### src/rtl/evm_vote_controller_if.sv
// Ballot controller bus: officer arm, candidate keys, tally memory read/write and status.
// master = controller side, slave = officer/keypad/tally-memory side.
interface evm_vote_controller_if #(
  parameter int NUM_CAND = 4,
  parameter int CNT_W    = 4
);
  logic                      arm;
  logic [NUM_CAND-1:0]       cand_btn;
  logic [NUM_CAND*CNT_W-1:0] mem_rd_data;
  logic [NUM_CAND*CNT_W-1:0] mem_wr_data;
  logic [NUM_CAND-1:0]       mem_we;
  logic                      ballot_ready;
  logic                      vote_done;
  logic                      invalid_press;
  logic                      overflow_err;
`ifdef EVM_TALLY_CLEAR_EN
  logic                      clear_req;
`endif

  modport master (
`ifdef EVM_TALLY_CLEAR_EN
    input  clear_req,
`endif
    input  arm, cand_btn, mem_rd_data,
    output mem_wr_data, mem_we, ballot_ready, vote_done, invalid_press, overflow_err
  );

  modport slave (
`ifdef EVM_TALLY_CLEAR_EN
    output clear_req,
`endif
    output arm, cand_btn, mem_rd_data,
    input  mem_wr_data, mem_we, ballot_ready, vote_done, invalid_press, overflow_err
  );
endinterface

### src/rtl/evm_vote_controller.sv
// Ballot controller: one arm -> one accepted key -> read-modify-write of that candidate's tally.
// Latency: key registered at E0, mem_we E1..E2, vote_done E2..E3; no backpressure, arm outside IDLE is dropped.
// Optional EVM_TALLY_CLEAR_EN adds clear_req and a one-cycle CLEAR of every tally and overflow_err.
module evm_vote_controller #(
  parameter int NUM_CAND = 4,
  parameter int CNT_W    = 4
) (
  input logic                   clk,
  input logic                   rst_n,
  evm_vote_controller_if.master bus
);
  typedef enum logic [2:0] {
    IDLE,
    ARMED,
    WRITE,
    DONE,
    REJECT,
    RELEASE,
`ifdef EVM_TALLY_CLEAR_EN
    CLEAR,
`endif
    RELEASE_R
  } state_t;

  localparam logic [CNT_W-1:0] CNT_MAX = '1;
  localparam logic [CNT_W-1:0] CNT_ONE = CNT_W'(1);

  state_t                    state_q, state_d;
  logic [NUM_CAND-1:0]       btn_q, btn_d;
  logic [NUM_CAND-1:0]       btn_prev_q, btn_prev_d;
  logic [NUM_CAND-1:0]       mem_we_q, mem_we_d;
  logic                      ballot_ready_q, ballot_ready_d;
  logic                      vote_done_q, vote_done_d;
  logic                      invalid_press_q, invalid_press_d;
  logic                      overflow_err_q, overflow_err_d;
  logic [NUM_CAND-1:0]       rise;
  int                        n_pressed;
  logic [NUM_CAND*CNT_W-1:0] wr_data;

  always_comb begin
    rise           = btn_q & ~btn_prev_q;
    n_pressed      = $countones(btn_q);
    state_d        = state_q;
    btn_d          = bus.cand_btn;
    btn_prev_d     = btn_q;
    mem_we_d       = '0;
    overflow_err_d = overflow_err_q;
    case (state_q)
      IDLE: begin
`ifdef EVM_TALLY_CLEAR_EN
        if (bus.clear_req) begin
          state_d        = CLEAR;
          mem_we_d       = '1;
          overflow_err_d = 1'b0;
        end else
`endif
        if (bus.arm) state_d = ARMED;
      end
      ARMED: begin
        if (n_pressed >= 2) begin
          state_d = REJECT;
        end else if (n_pressed == 1 && rise != '0) begin
          state_d = WRITE;
          // btn_q is the one-hot index; the tally cannot move before the write, so saturation is judged now
          for (int i = 0; i < NUM_CAND; i++) begin
            if (btn_q[i] && bus.mem_rd_data[i*CNT_W +: CNT_W] != CNT_MAX) mem_we_d[i] = 1'b1;
          end
        end
      end
      WRITE: begin
        state_d = DONE;
        if (mem_we_q == '0) overflow_err_d = 1'b1;
      end
      DONE:      state_d = RELEASE;
      REJECT:    state_d = RELEASE_R;
      RELEASE:   if (btn_q == '0) state_d = IDLE;
      RELEASE_R: if (btn_q == '0) state_d = ARMED;
`ifdef EVM_TALLY_CLEAR_EN
      CLEAR:     state_d = IDLE;
`endif
      default:   state_d = IDLE;
    endcase
    ballot_ready_d  = (state_d == ARMED);
    vote_done_d     = (state_d == DONE);
    invalid_press_d = (state_d == REJECT);
  end

  always_comb begin
    wr_data = bus.mem_rd_data;
    for (int i = 0; i < NUM_CAND; i++) begin
      if (mem_we_q[i]) wr_data[i*CNT_W +: CNT_W] = bus.mem_rd_data[i*CNT_W +: CNT_W] + CNT_ONE;
    end
`ifdef EVM_TALLY_CLEAR_EN
    if (state_q == CLEAR) wr_data = '0;
`endif
  end

  always_ff @(posedge clk) begin
    if (!rst_n) begin
      state_q         <= IDLE;
      btn_q           <= '0;
      btn_prev_q      <= '0;
      mem_we_q        <= '0;
      ballot_ready_q  <= 1'b0;
      vote_done_q     <= 1'b0;
      invalid_press_q <= 1'b0;
      overflow_err_q  <= 1'b0;
    end else begin
      state_q         <= state_d;
      btn_q           <= btn_d;
      btn_prev_q      <= btn_prev_d;
      mem_we_q        <= mem_we_d;
      ballot_ready_q  <= ballot_ready_d;
      vote_done_q     <= vote_done_d;
      invalid_press_q <= invalid_press_d;
      overflow_err_q  <= overflow_err_d;
    end
  end

  assign bus.mem_wr_data   = wr_data;
  assign bus.mem_we        = mem_we_q;
  assign bus.ballot_ready  = ballot_ready_q;
  assign bus.vote_done     = vote_done_q;
  assign bus.invalid_press = invalid_press_q;
  assign bus.overflow_err  = overflow_err_q;
endmodule

### src/flat_wrapper.sv
// flat-port wrapper written by rule: the top's interface ports become plain ports
module evm_vote_controller_flat 
#(
  parameter int NUM_CAND = 4,
  parameter int CNT_W    = 4
)
  (clk, rst_n, bus_arm, bus_cand_btn, bus_mem_rd_data, bus_mem_wr_data, bus_mem_we, bus_ballot_ready, bus_vote_done, bus_invalid_press, bus_overflow_err);
  evm_vote_controller_if #(.NUM_CAND(NUM_CAND), .CNT_W(CNT_W)) bus_i ();
  input logic clk;
  input logic rst_n;
  input wire logic [$bits(bus_i.arm)-1:0] bus_arm;
  input wire logic [$bits(bus_i.cand_btn)-1:0] bus_cand_btn;
  input wire logic [$bits(bus_i.mem_rd_data)-1:0] bus_mem_rd_data;
  output wire logic [$bits(bus_i.mem_wr_data)-1:0] bus_mem_wr_data;
  output wire logic [$bits(bus_i.mem_we)-1:0] bus_mem_we;
  output wire logic [$bits(bus_i.ballot_ready)-1:0] bus_ballot_ready;
  output wire logic [$bits(bus_i.vote_done)-1:0] bus_vote_done;
  output wire logic [$bits(bus_i.invalid_press)-1:0] bus_invalid_press;
  output wire logic [$bits(bus_i.overflow_err)-1:0] bus_overflow_err;
  assign bus_i.arm = bus_arm;
  assign bus_i.cand_btn = bus_cand_btn;
  assign bus_i.mem_rd_data = bus_mem_rd_data;
  assign bus_mem_wr_data = bus_i.mem_wr_data;
  assign bus_mem_we = bus_i.mem_we;
  assign bus_ballot_ready = bus_i.ballot_ready;
  assign bus_vote_done = bus_i.vote_done;
  assign bus_invalid_press = bus_i.invalid_press;
  assign bus_overflow_err = bus_i.overflow_err;
  evm_vote_controller #(.NUM_CAND(NUM_CAND), .CNT_W(CNT_W)) u_core (.clk(clk), .rst_n(rst_n), .bus(bus_i));
endmodule
### config.mk
export PLATFORM = sky130hd
export DESIGN_NAME = evm_vote_controller_flat
export DESIGN_NICKNAME = d
export VERILOG_FILES = /design/src/rtl/evm_vote_controller_if.sv /design/src/rtl/evm_vote_controller.sv /design/src/flat_wrapper.sv
export SDC_FILE = /design/constraint.sdc
export NUM_CORES = 1
export LEC_CHECK = 0
export BUFFER_PORTS_ARGS = -buffer_cell sky130_fd_sc_hd__buf_2
export CORE_AREA = 2 2 52 90
export CTS_CLUSTER_DIAMETER = 120
export CTS_CLUSTER_SIZE = 12
export DETAILED_ROUTE_END_ITERATION = 16
export DIE_AREA = 0 0 54 92
export SYNTH_ARGS = -nofsm -noshare
export SYNTH_HDL_FRONTEND = slang
export SYNTH_SLANG_ARGS = --single-unit
### constraint.sdc
create_clock -name clk -period 4 [get_ports clk]
set_input_delay 0 -clock clk [delete_from_list [all_inputs] [get_ports clk]]
set_output_delay 0 -clock clk [all_outputs]
set_load 0.02 [all_outputs]
# Yosys cells after proc, flatten, opt, wreduce, memory -nomap -nowiden
# Index checks and enable logic that the tools add are counted.
[classes]
n_reduce_logical = 11
n_mux = 14
bitwise = 5
eq_ne = 14
n_addsub = 7
order_cmp = 1
[ops]
columns = ["cell", "count"]
rows = [
  ["32-bit adder", 1],
  ["32-bit by 2-bit equality test with 1-bit output (second input constant)", 1],
  ["32-bit by 3-bit greater-or-equal comparator with 1-bit output (second input constant)", 1],
  ["3-bit case mux with 7 select lines", 1],
  ["4-bit by 1-bit adder with 4-bit output (second input constant)", 4],
  ["4-bit 2-to-1 mux", 4],
  ["4-bit != test (second input constant)", 4],
  ["3-bit 2-to-1 mux", 5],
  ["3-bit equality test (second input constant)", 4],
  ["3-bit by 2-bit equality test with 1-bit output (second input constant)", 3],
  ["4-bit zero test", 2],
  ["3-bit by 1-bit equality test with 1-bit output (second input constant)", 2],
  ["1-bit logical AND", 5],
  ["1-bit by 1-bit adder with 2-bit output", 2],
  ["4-bit AND", 1],
  ["1-bit 2-to-1 mux", 4],
  ["4-bit NOT", 1],
  ["4-bit nonzero test", 1],
  ["4-bit OR reduction", 1],
  ["3-bit zero test", 1],
  ["1-bit NOT", 3],
  ["2-bit AND reduction", 1],
]
[totals]
word_cells = 60
reg_bits = 19
out_inout_bits = 24
inputBits = 23

# Depth between registers and ports, before layout
[depth]
word_depth = 8
depth_mapped = 8
depth_no_buf = 8

# Least setup slack after synthesis
# OpenSTA, ideal clock, no wires.
[synth_path]
path_type = "flip-flop to flip-flop"
from = "reg u_core.btn_q[2], in the netlist u_core.btn_prev_d[2]"
to = "reg u_core.vote_done_q, in the netlist u_core.bus.vote_done"
n_path_buf = 0
synth_period_minus_slack_ps = 2406
setup_ps = 132
slack_ps = 1594
arrival_time_ps = 2274
t_required_ps = 3868
stages_incl_launch_ff = 9
path_cell_list = "dfxtp_1 inv_1 ha_1 ha_1 fa_1 or3b_1 a41oi_2 o221a_1 a211oi_1"
[synth_via]
elab_chain_len = 8
word_cells_on_any_way = 14
classes_between = "add/sub: 2; order compare: 1; eq/ne: 2; mux: 5; bitwise: 1; reduce/logical: 3"
[synth_rtl]
columns = ["item", "line", "text"]
rows = [
  ["start: declaration", "evm_vote_controller.sv:29", "logic [NUM_CAND-1:0] btn_q, btn_d;"],
  ["start signal: assignment", "evm_vote_controller.sv:110", "btn_q <= btn_d;"],
  ["parallel branches: the longest is 6 deep, another holds 32-bit adder", "-", ""],
  ["3-bit case mux with 7 select lines (*)", "evm_vote_controller.sv:48", "case (state_q)"],
  ["3-bit by 2-bit equality test with 1-bit output (*)", "evm_vote_controller.sv:84", "vote_done_d = (state_d == DONE);"],
  ["end signal: assignment", "evm_vote_controller.sv:114", "vote_done_q <= vote_done_d;"],
  ["end: declaration", "evm_vote_controller.sv:33", "logic vote_done_q, vote_done_d;"],
]
# Mark *: on every way between the ends.
# A chain may end at the register's enable or synchronous reset.

# Final worst setup path
# Ends and elaborated chain as after synthesis.

==> key figures <==
Global route
  • Global route hottest layer: met2
  • Met1 Use GR: 9.21%
  • Largest net degree at the start of global routing: 14
  • Vias in the first global route: 961
  • Met3 Use GR: 1.79%
  • First-pass GRT wire length: 3680 microns
  • Initial antenna violation count: 0
  • Grt ovf: 0
  • M2 GR Usage: between 10% and 20%
  • Global-route usage over all layers: 9.89%

Layout
  • Most frequent cells in the layout: buf_2, dfxtp_1, and2_1, ha_1
  • Antenna Cells: 0
  • Final Util: 34.0%
  • Commonest non-fill, non-tap cell in the layout: buf_2
  • Area added between synthesis and finish: 32.9%
  • # nets final: 200
  • Fraction of layout cells with a size suffix above 1: 34.3%
  • Fin area: 0.00147 sq mm

CTS
  • H-tree levels: 1
  • CTS buffer count: 3
  • Root buffer cell: clkbuf_8
  • Longest Clk Path Bufs: 2
  • TritonCTS clock tree: done
  • Post-CTS Setup Bufs: 0
  • Clock sink count: 19
  • Clk slew on worst S/H paths: 0.07 ns
  • Worst skew pair latency: 0.25 ns

Placed design
  • Port-buffer cells: 46
  • Final GP Congestion: 0.813
  • Post-DP HPWL: between 1500 and 2000 microns
  • Placed Area: 0.00138 sq mm

Critical path
  • Req. time, crit path: 4.17 ns
  • CP max stage delay: 0.49 ns
  • Worst setup SP type: flip-flop
  • Worst-path cell chain: inv_1, ha_1, ha_1, fa_1, or3b_1, a41oi_2, o21ai_0, a211oi_1
  • Critical path buffers and inverters: 1
  • CP Class: flip-flop to flip-flop
  • Slowest CP cell: fa_1
  • CP most frequent cell: ha_1
  • CP endpoint kind: flip-flop
  • Crit path arrival time: 2.74 ns
  • Worst-path maximum fanout: 5
  • Delay-heaviest family, CP: adder cells

STA
  • TNS Setup: 0 ns
  • Slew margin rel.: about 76%
  • Setup Skew: 0.00269 ns
  • RSZ-0062 raised after global routing: no
  • Fin crit period: 2.56 ns
  • Worst-margin pin slew: 0.358 ns
  • Max Freq: 390 MHz
  • Count of pins over their slew limit: 0
  • Final setup vio count: 0
  • Crit share post-route: 64.1%
  • Final Hold Viols: 0

Synth
  • Syn avg cell area: 9.62 sq um
  • Yosys warnings: 0
  • Syn_nets: 148
  • Cells after Synth: 115
  • Seq/Total Area, Yosys: 34.4%
  • Number of synthesized register bits: 19
  • Post-Syn Area: 0.00111 sq mm
  • Synth unique cells: 32

Routing
  • Total number of vias: 1012
  • Antenna violation net count after detailed routing: 0
  • DRC: 0
  • Initial DRC count: 9
  • Vias/cell: 4.66
  • TritonRoute pass-1 iters: 4
  • DRT Wirelength: about 2300 microns
  • Routed wire per std cell: 10.8 microns

Die
  • Die H: 92 microns
  • Die X: 54 microns
  • Starting density of the core: ~26%
  • Rows: 32
  • Io pins: 47
  • DIE AREA: 0.00497 sq mm
  • Core box area: 0.00432 sq mm

Run
  • Max cap viols: 0

Pwr
  • Peak supply drop: 0.000136 V
  • Leakage: 0.695 nW
  • PwrDens: 329 mW/mm^2

Outcome
  • Run status: completed

Min path
  • Hold crit path type: input port to flip-flop
==> metal layers <==
metal	part of all wire (%)	routed length [microns]
met1	38	876
met2	53	1240
met3	6.5	151
met4	3.0	71
met5	0	0
==> path summary, 6_finish.rpt <==
| path | from | to | slack (ns) | depth (start not counted) |
|---|---|---|---|---|
| setup reg to reg | u_core.btn_prev_d[2] | u_core.bus.vote_done | 1.44 | 8 |
| hold reg to reg | u_core.bus.overflow_err | u_core.bus.overflow_err | 0.50 | 2 |
| setup / recovery | u_core.btn_prev_d[2] | u_core.bus.vote_done | 1.44 | 8 |
| hold / removal | rst_n | u_core.state_q[0] | 0.09 | 3 |
==> cells in the mapped netlist <==
cell / count / area (sq um)
or3b_1: 1 / 8.76
o21ai_0: 1 / 5.00
buf_2: 1 / 5.00
nand4_1: 5 / 31.3
xnor2_1: 8 / 70.1
nand2_1: 8 / 30.0
o221a_1: 1 / 11.3
nor2_1: 4 / 15.0
nand3_1: 6 / 30.0
a31oi_1: 2 / 12.5
and3_1: 5 / 31.3
clkbuf_1: 1 / 3.75
nor3_1: 1 / 5.00
mux2_2: 4 / 45.0
fa_1: 1 / 20.0
buf_4: 1 / 7.51
xor2_1: 4 / 35.0
and2_1: 9 / 56.3
nor2b_1: 2 / 12.5
a41oi_2: 1 / 16.3
o2111a_1: 1 / 11.3
nor4bb_4: 1 / 25.0
nor4_4: 1 / 21.3
nor3b_1: 1 / 7.51
nand2b_1: 4 / 25.0
a211oi_1: 1 / 7.51
dfxtp_1: 19 / 380
o21bai_1: 2 / 15.0
ha_1: 9 / 113
a21oi_1: 3 / 15.0
inv_1: 5 / 18.8
a21boi_0: 2 / 15.0
==> cell type report <==
cell class	count	area, sq um
clock buffers	3	41.3
clock inverters	1	5.00
fillers	473	2850
inverters	5	18.8
multi-input cells	88	691
flip-flops and latches	19	380
well taps	51	63.8
repair buffers	50	270
==> flip-flops by register name, indices dropped and copies added (netlist names) <==
signal                    flops
u_core.state_q                3
u_core.bus.mem_we             4
u_core.btn_prev_q             4
u_core.bus.invalid_press      1
u_core.btn_prev_d             4
u_core.bus.overflow_err       1
u_core.bus.vote_done          1
u_core.bus.ballot_ready       1
==> per-stage QoR <==
step                      cells  hold slack [ns]  power, mW  worst slack, ns
after floorplan             115            0.124      0.313             1.59
after global placement      209            0.213      0.354             1.49
after detailed placement    209            0.211      0.354             1.43
after CTS                   217           0.0937      0.492             1.41
after global routing        217            0.111      0.517             1.19
final                       217           0.0930      0.483             1.44
==> where the power goes <==
| part | leakage, nW | switching (mW) | internal, mW |
|---|---|---|---|
| logic | 0.514 | 0.0707 | 0.0632 |
| clock network | 0.0255 | 0.0624 | 0.0692 |
| registers | 0.156 | 0.0152 | 0.203 |
| total | 0.695 | 0.148 | 0.335 |
==> logic make-up (layout without fill, tap and decap cells) <==
| kind of cell | count (synthesis) | after routing | share of synthesized area [%] |
|---|---|---|---|
| fa+ha+maj | 10 | 10 | 12.0 |
| buf+inv | 8 | 59 | 3.17 |
| compound gates | 14 | 14 | 9.84 |
| simple gates | 48 | 48 | 27.0 |
| xor+xnor | 12 | 12 | 9.50 |
| mux | 4 | 4 | 4.07 |
| flops | 19 | 19 | 34.4 |
==> worst min-delay path: stages <==
cell and delay (ns):
buf_2 0.17, nand2_1 0.09, nor2_1 0.04
==> timing repair <==
| item | CTS | global route |
|---|---|---|
| gates resized for setup | 0 | 0 |
| endpoints found under the hold margin | 4 | 0 |
| hold buffers | 4 | 0 |
(Power assumes the default switching activity.)
